**src/rtl/settable_clock.sv**
```systemverilog
// rtl/settable_clock.sv - settable time-of-day clock: prescaler, s/m/h counters, load, fast-set, 12h decode
module settable_clock #(
    parameter int SYS_CLK_HZ = 50_000_000,
    parameter int TICK_HZ    = 1,
    parameter int DIV_W      = 26
) (
    input  logic       i_sysclk,
    input  logic       i_reset,
    input  logic       i_en,
    input  logic       i_load,
    input  logic [4:0] i_load_hours,
    input  logic [5:0] i_load_minutes,
    input  logic [5:0] i_load_seconds,
    input  logic       i_inc_hours,
    input  logic       i_inc_minutes,
    input  logic       i_clr_seconds,
    output logic [5:0] o_seconds,
    output logic [5:0] o_minutes,
    output logic [4:0] o_hours,
    output logic [3:0] o_hours_12,
    output logic       o_pm,
    output logic       o_sec_tick,
    output logic       o_load_err
);

    localparam int DIV = SYS_CLK_HZ / TICK_HZ;
    localparam logic [DIV_W-1:0] DIV_LAST = DIV_W'(DIV - 1);

    logic [DIV_W-1:0] r_presc;
    logic [5:0]       r_seconds;
    logic [5:0]       r_minutes;
    logic [4:0]       r_hours;
    logic             r_sec_tick;
    logic             r_load_err;

    logic w_tick;
    logic w_sec_wrap;
    logic w_min_wrap;
    logic w_hr_wrap;
    logic w_min_carry;
    logic w_hr_carry;
    logic w_bad_h;
    logic w_bad_m;
    logic w_bad_s;
    logic [3:0] w_hours_12;

    // A clear pre-empts the tick, so no seconds carry can ripple on that edge.
    assign w_tick      = i_en && (r_presc == DIV_LAST) && !i_clr_seconds;
    assign w_sec_wrap  = (r_seconds == 6'd59);
    assign w_min_wrap  = (r_minutes == 6'd59);
    assign w_hr_wrap   = (r_hours == 5'd23);
    assign w_min_carry = w_tick && w_sec_wrap;
    assign w_hr_carry  = w_min_carry && w_min_wrap;

    assign w_bad_h = (i_load_hours   >= 5'd24);
    assign w_bad_m = (i_load_minutes >= 6'd60);
    assign w_bad_s = (i_load_seconds >= 6'd60);

    always_ff @(posedge i_sysclk or posedge i_reset) begin
        if (i_reset) begin
            r_presc    <= '0;
            r_seconds  <= '0;
            r_minutes  <= '0;
            r_hours    <= '0;
            r_sec_tick <= 1'b0;
            r_load_err <= 1'b0;
        end else begin
            r_sec_tick <= 1'b0;
            r_load_err <= 1'b0;
            if (i_load) begin
                r_presc    <= '0;
                r_hours    <= w_bad_h ? 5'd0 : i_load_hours;
                r_minutes  <= w_bad_m ? 6'd0 : i_load_minutes;
                r_seconds  <= w_bad_s ? 6'd0 : i_load_seconds;
                r_load_err <= w_bad_h || w_bad_m || w_bad_s;
            end else begin
                if (i_clr_seconds) begin
                    r_seconds <= '0;
                    r_presc   <= '0;
                end else if (w_tick) begin
                    r_presc    <= '0;
                    r_sec_tick <= 1'b1;
                    r_seconds  <= w_sec_wrap ? 6'd0 : r_seconds + 6'd1;
                end else if (i_en) begin
                    r_presc <= r_presc + 1'b1;
                end

                // Fast-set overrides ripple: the field moves by exactly one.
                if (i_inc_minutes || w_min_carry) begin
                    r_minutes <= w_min_wrap ? 6'd0 : r_minutes + 6'd1;
                end

                if (i_inc_hours || (w_hr_carry && !i_inc_minutes)) begin
                    r_hours <= w_hr_wrap ? 5'd0 : r_hours + 5'd1;
                end
            end
        end
    end

    always_comb begin
        w_hours_12 = 4'd12;
        if (r_hours == 5'd0 || r_hours == 5'd12) begin
            w_hours_12 = 4'd12;
        end else if (r_hours > 5'd12) begin
            w_hours_12 = 4'(r_hours - 5'd12);
        end else begin
            w_hours_12 = r_hours[3:0];
        end
    end

    assign o_seconds  = r_seconds;
    assign o_minutes  = r_minutes;
    assign o_hours    = r_hours;
    assign o_hours_12 = w_hours_12;
    assign o_pm       = (r_hours >= 5'd12);
    assign o_sec_tick = r_sec_tick;
    assign o_load_err = r_load_err;

endmodule

```
**config.mk**
```make
export PLATFORM = sky130hd
export DESIGN_NAME = settable_clock
export DESIGN_NICKNAME = d
export VERILOG_FILES = /design/src/rtl/settable_clock.sv
export SDC_FILE = /design/constraint.sdc
export NUM_CORES = 1
export LEC_CHECK = 0
export ABC_CLOCK_PERIOD_IN_PS = 4510
export CAP_MARGIN = 25
export CORE_ASPECT_RATIO = 0.75
export CORE_UTILIZATION = 55
export CTS_CLUSTER_SIZE = 20
export DETAILED_ROUTE_END_ITERATION = 12
export PLACE_DENSITY_LB_ADDON = 0.08
export SLEW_MARGIN = 20
export SYNTH_ARGS = -nofsm -noshare
export SYNTH_HDL_FRONTEND = slang
export SYNTH_SLANG_ARGS = --single-unit
export TNS_END_PERCENT = 10
```
**constraint.sdc**
```tcl
create_clock -name i_sysclk -period 4.51 [get_ports i_sysclk]
set_input_delay 0.902 -clock i_sysclk [delete_from_list [all_inputs] [get_ports i_sysclk]]
set_output_delay 0.902 -clock i_sysclk [all_outputs]
set_load 0.1 [all_outputs]
```
==> flow_metrics.py <==
metrics = {
    "sta": {
        "relSlewSlack": 0.3207,
        "hold_violations": 0,
        "fmax_ghz": 0.2747,
        "worst_clock_skew_ns": 0.008311,
        "fin_tns_setup_ns": 0,
        "drv_slew": 0,
        "grt_setup_unrepaired": "no",
        "tightestPinTransition_ns": 1.016,
        "finalWorstSetupSlack_ns": 0.8699,
        "post-route-period-util": 0.8071,
        "hold_ws_ns": 0.5501,
        "setup_viol": 0,
        "timing.final.crit_period_ns": 3.640,
    },
    "place": {
        "placed_cell_area_sq_um": 3232,
        "globalplace.congestion": 0.8983,
        "dpl.hpwl_um": 4547,
        "port_buffers": 47,
        "place.detailed.instances": 387,
        "pre_cts_ws_ns": 1.210,
    },
    "route": {
        "via_count": 2405,
        "routed_wire_length_per_instance_um": 16.38,
        "route.detailed.vias_per_inst": 6.089,
        "drt-pass1-iter-count": 7,
        "drtAntennaViolNets": 0,
        "drcViolationCount": 0,
        "first_iter_violations": 164,
        "wl_um": 6470,
    },
    "grt": {
        "grt_first_pass_wirelength_um": 10820,
        "groute.layer.met3.usage": 0.04849,
        "globalRouteMet1Util": 0.3995,
        "met2_usage": 0.3586,
        "grt_start_max_net_pins": 46,
        "grt_pass1_vias": 2180,
        "antenna_found_initial": 0,
        "busiest_layer": "met1",
        "grt_remaining_overflow": 0,
        "grt_use_total": 0.2556,
    },
    "clock_network": {
        "clock-root-buffer": "clkbuf_8",
        "postCtsSetupRepairBufs": 0,
        "cts_num_sinks": 45,
        "cts_bufs_inserted": 5,
        "latest_clock_arrival_within_the_worst_skew_pair_ns": 0.30,
        "clock_tree.htree_level_count": 2,
        "clkSlewWorstSetupHoldPaths_ns": 0.09,
        "post_cts_resized": 0,
        "cts_tree": "built",
        "hold_buffers": 0,
        "cts-root-to-sink-buffers": 2,
    },
    "yosys": {
        "post_synth_and_or_nand_nor_area_fraction": 0.2842,
        "synthArstFlopShare": 1.000,
        "compound_gate_portion_of_the_synthesized_area": 0.1286,
        "synth.net_count": 325,
        "synth.mux.area_fraction": 0.02053,
        "synth.lib_cells_used.distinct": 59,
        "synth_top_area_cell": "dfrtp_1",
        "syn_inst": 293,
        "synth_top_flop_cell": "dfrtp_1",
        "post_synth.cell_area_avg_sq_um": 9.361,
        "synth-xor-area-share": 0.07984,
        "synth_top_family_by_area": "simple AND/OR/NAND/NOR gates",
        "synthAdderAreaFrac": 0.03650,
        "ys_seq_elements": 45,
        "synth_top_area_share": 0.4106,
        "synth_warnings": 0,
        "synth.yosys.seq_area_share": 0.4106,
        "netlist_top_cells_area": "dfrtp_1 41%, xor2_1 6.1%, nor2_1 4.7%",
        "syn-cell-area_sq_um": 2743,
        "synth-edff-count": 0,
    },
    "pwr": {
        "power_switching_mw": 0.5280,
        "total_internal_power_mw": 0.7690,
        "power.clock.fraction": 0.282,
        "vdd_ir_drop_max_mv": 0.3573,
        "power_density_nw_per_um2": 385.4,
        "total_leakage_power_nw": 1.415,
        "part_of_the_total_power_dissipated_in_combinational_logic": 0.361,
        "fraction_of_power_spent_switching_nets": 0.4071,
        "p_seq_frac": 0.357,
    },
    "die": {
        "dieWidth_um": 83.54,
        "die_area_sq_um": 5276,
        "initial_utilization": 0.5931,
        "rows": 21,
        "design.core.area_sq_um": 4624,
        "num_io_pins": 48,
        "die_y_um": 63.16,
    },
    "run": {
        "cap_viol_max_count": 0,
    },
    "final_layout": {
        "layout.nets": 369,
        "antennaDiodeCount": 0,
        "area_delta_synth_final_pct": 22.72,
        "drive_above_1_share": 0.07692,
        "nFillCells": 346,
        "final_cell_count_no_fill": 395,
        "final_design_area_no_fill_sq_um": 3366,
    },
    "setup_path": {
        "crit_path_max_fanout": 9,
        "timing.critical_path.to_type": "primary output",
        "criticalPathCategory": "register to primary output",
        "cp.arrival_ns": 2.74,
        "crit_path_start_kind": "register",
        "cp.required_ns": 3.61,
    },
    "hold_path": {
        "hold_path.class": "register to register",
    },
    "run_status": {
        "run_status": "complete, no violations",
    },
}
-- cell usage after synthesis, types with 3 or more instances --
cell	instances
a31oi_1	3
nand3_1	16
and3_1	5
xnor2_1	6
dfrtp_1	45
buf_1	4
xor2_1	19
nand2_1	27
inv_1	13
a32oi_1	3
o21ai_0	3
nand4b_1	4
a21oi_1	11
o22ai_1	3
ha_1	8
a22oi_1	3
and2_1	5
mux2i_1	3
nor2_1	34
buf_2	3
o211ai_1	6
nor3_1	8
nand4_1	13
-- final timing paths --
path	from	to	slack, ns	cells past startpoint
setup / recovery	o_hours[2]	o_hours_12[2]	0.87	6
hold / removal	r_presc[23]	r_presc[23]	0.55	2
setup reg to reg	r_presc[0]	o_seconds[5]	2.39	6
hold reg to reg	r_presc[23]	r_presc[23]	0.55	2
max in group asynchronous	i_reset	o_seconds[3]	3.07	3
min in group asynchronous	i_reset	r_presc[18]	1.05	3
-- state kept, by name, summed over array words and instances (netlist names) --
signal / flops
r_presc: 26
o_minutes: 6
o_seconds: 6
o_hours: 5
o_load_err: 1
o_sec_tick: 1
-- per-layer routing --
layer	part of all wire	vias to the layer above
met2	0.42	73
met5	0	-
met4	0.013	0
met3	0.055	9
li1	-	1155
met1	0.51	1168
-- cell families after synthesis --
logic type / Yosys count
flops: 45
mux: 5
simple gates: 137
buf+inv: 24
fa+ha+maj: 8
xor+xnor: 25
compound gates: 49
-- metrics by stage --
step	utilization	power, mW
floorplan	-	0.8164
global placement	0.6989	0.9301
detailed placement	0.6989	0.9356
CTS	0.7278	1.298
global route	0.7278	1.342
finish	0.7278	1.297
-- critical path, stage by stage, from the launching register on --
cell and delay [ns]:
dfrtp_1 0.51, inv_1 0.14, ha_1 0.21, o211ai_1 0.25, o21ai_0 0.13, a31o_2 0.23, clkdlybuf4s50_1 0.96
-- layout by cell type (no fill, tap or decap), types with 6 or more instances in the layout --
master           synthesis  routed
a21oi_1                 11      11
clkdlybuf4s50_1          0      47
dfrtp_1                 45      45
ha_1                     8       8
inv_1                   13      12
nand2_1                 27      27
nand3_1                 16      16
nand4_1                 13      13
nor2_1                  34      34
nor3_1                   8       8
o211ai_1                 6       6
xnor2_1                  6       6
xor2_1                  19      19
-- power groups by stage --
stage	Combinational, mW	Sequential, mW	Clock [mW]
after floorplan	0.195	0.621	0
after global placement	0.463	0.467	0
after detailed placement	0.467	0.469	0
after CTS	0.468	0.461	0.368
after global routing	0.489	0.467	0.385
final	0.468	0.463	0.366
-- layout make-up --
type | instances | area [sq um] | share of cell area
multi-input combinational | 224 | 1508 | 0.4480
sequential | 45 | 1126 | 0.3346
timing repair buffer | 48 | 478.0 | 0.1420
tap | 57 | 71.32 | 0.02119
clock buffer | 5 | 68.82 | 0.02045
clock inverter | 3 | 65.06 | 0.01933
inverter | 13 | 48.80 | 0.01450
No activity file was read; power rests on OpenSTA's default activity.
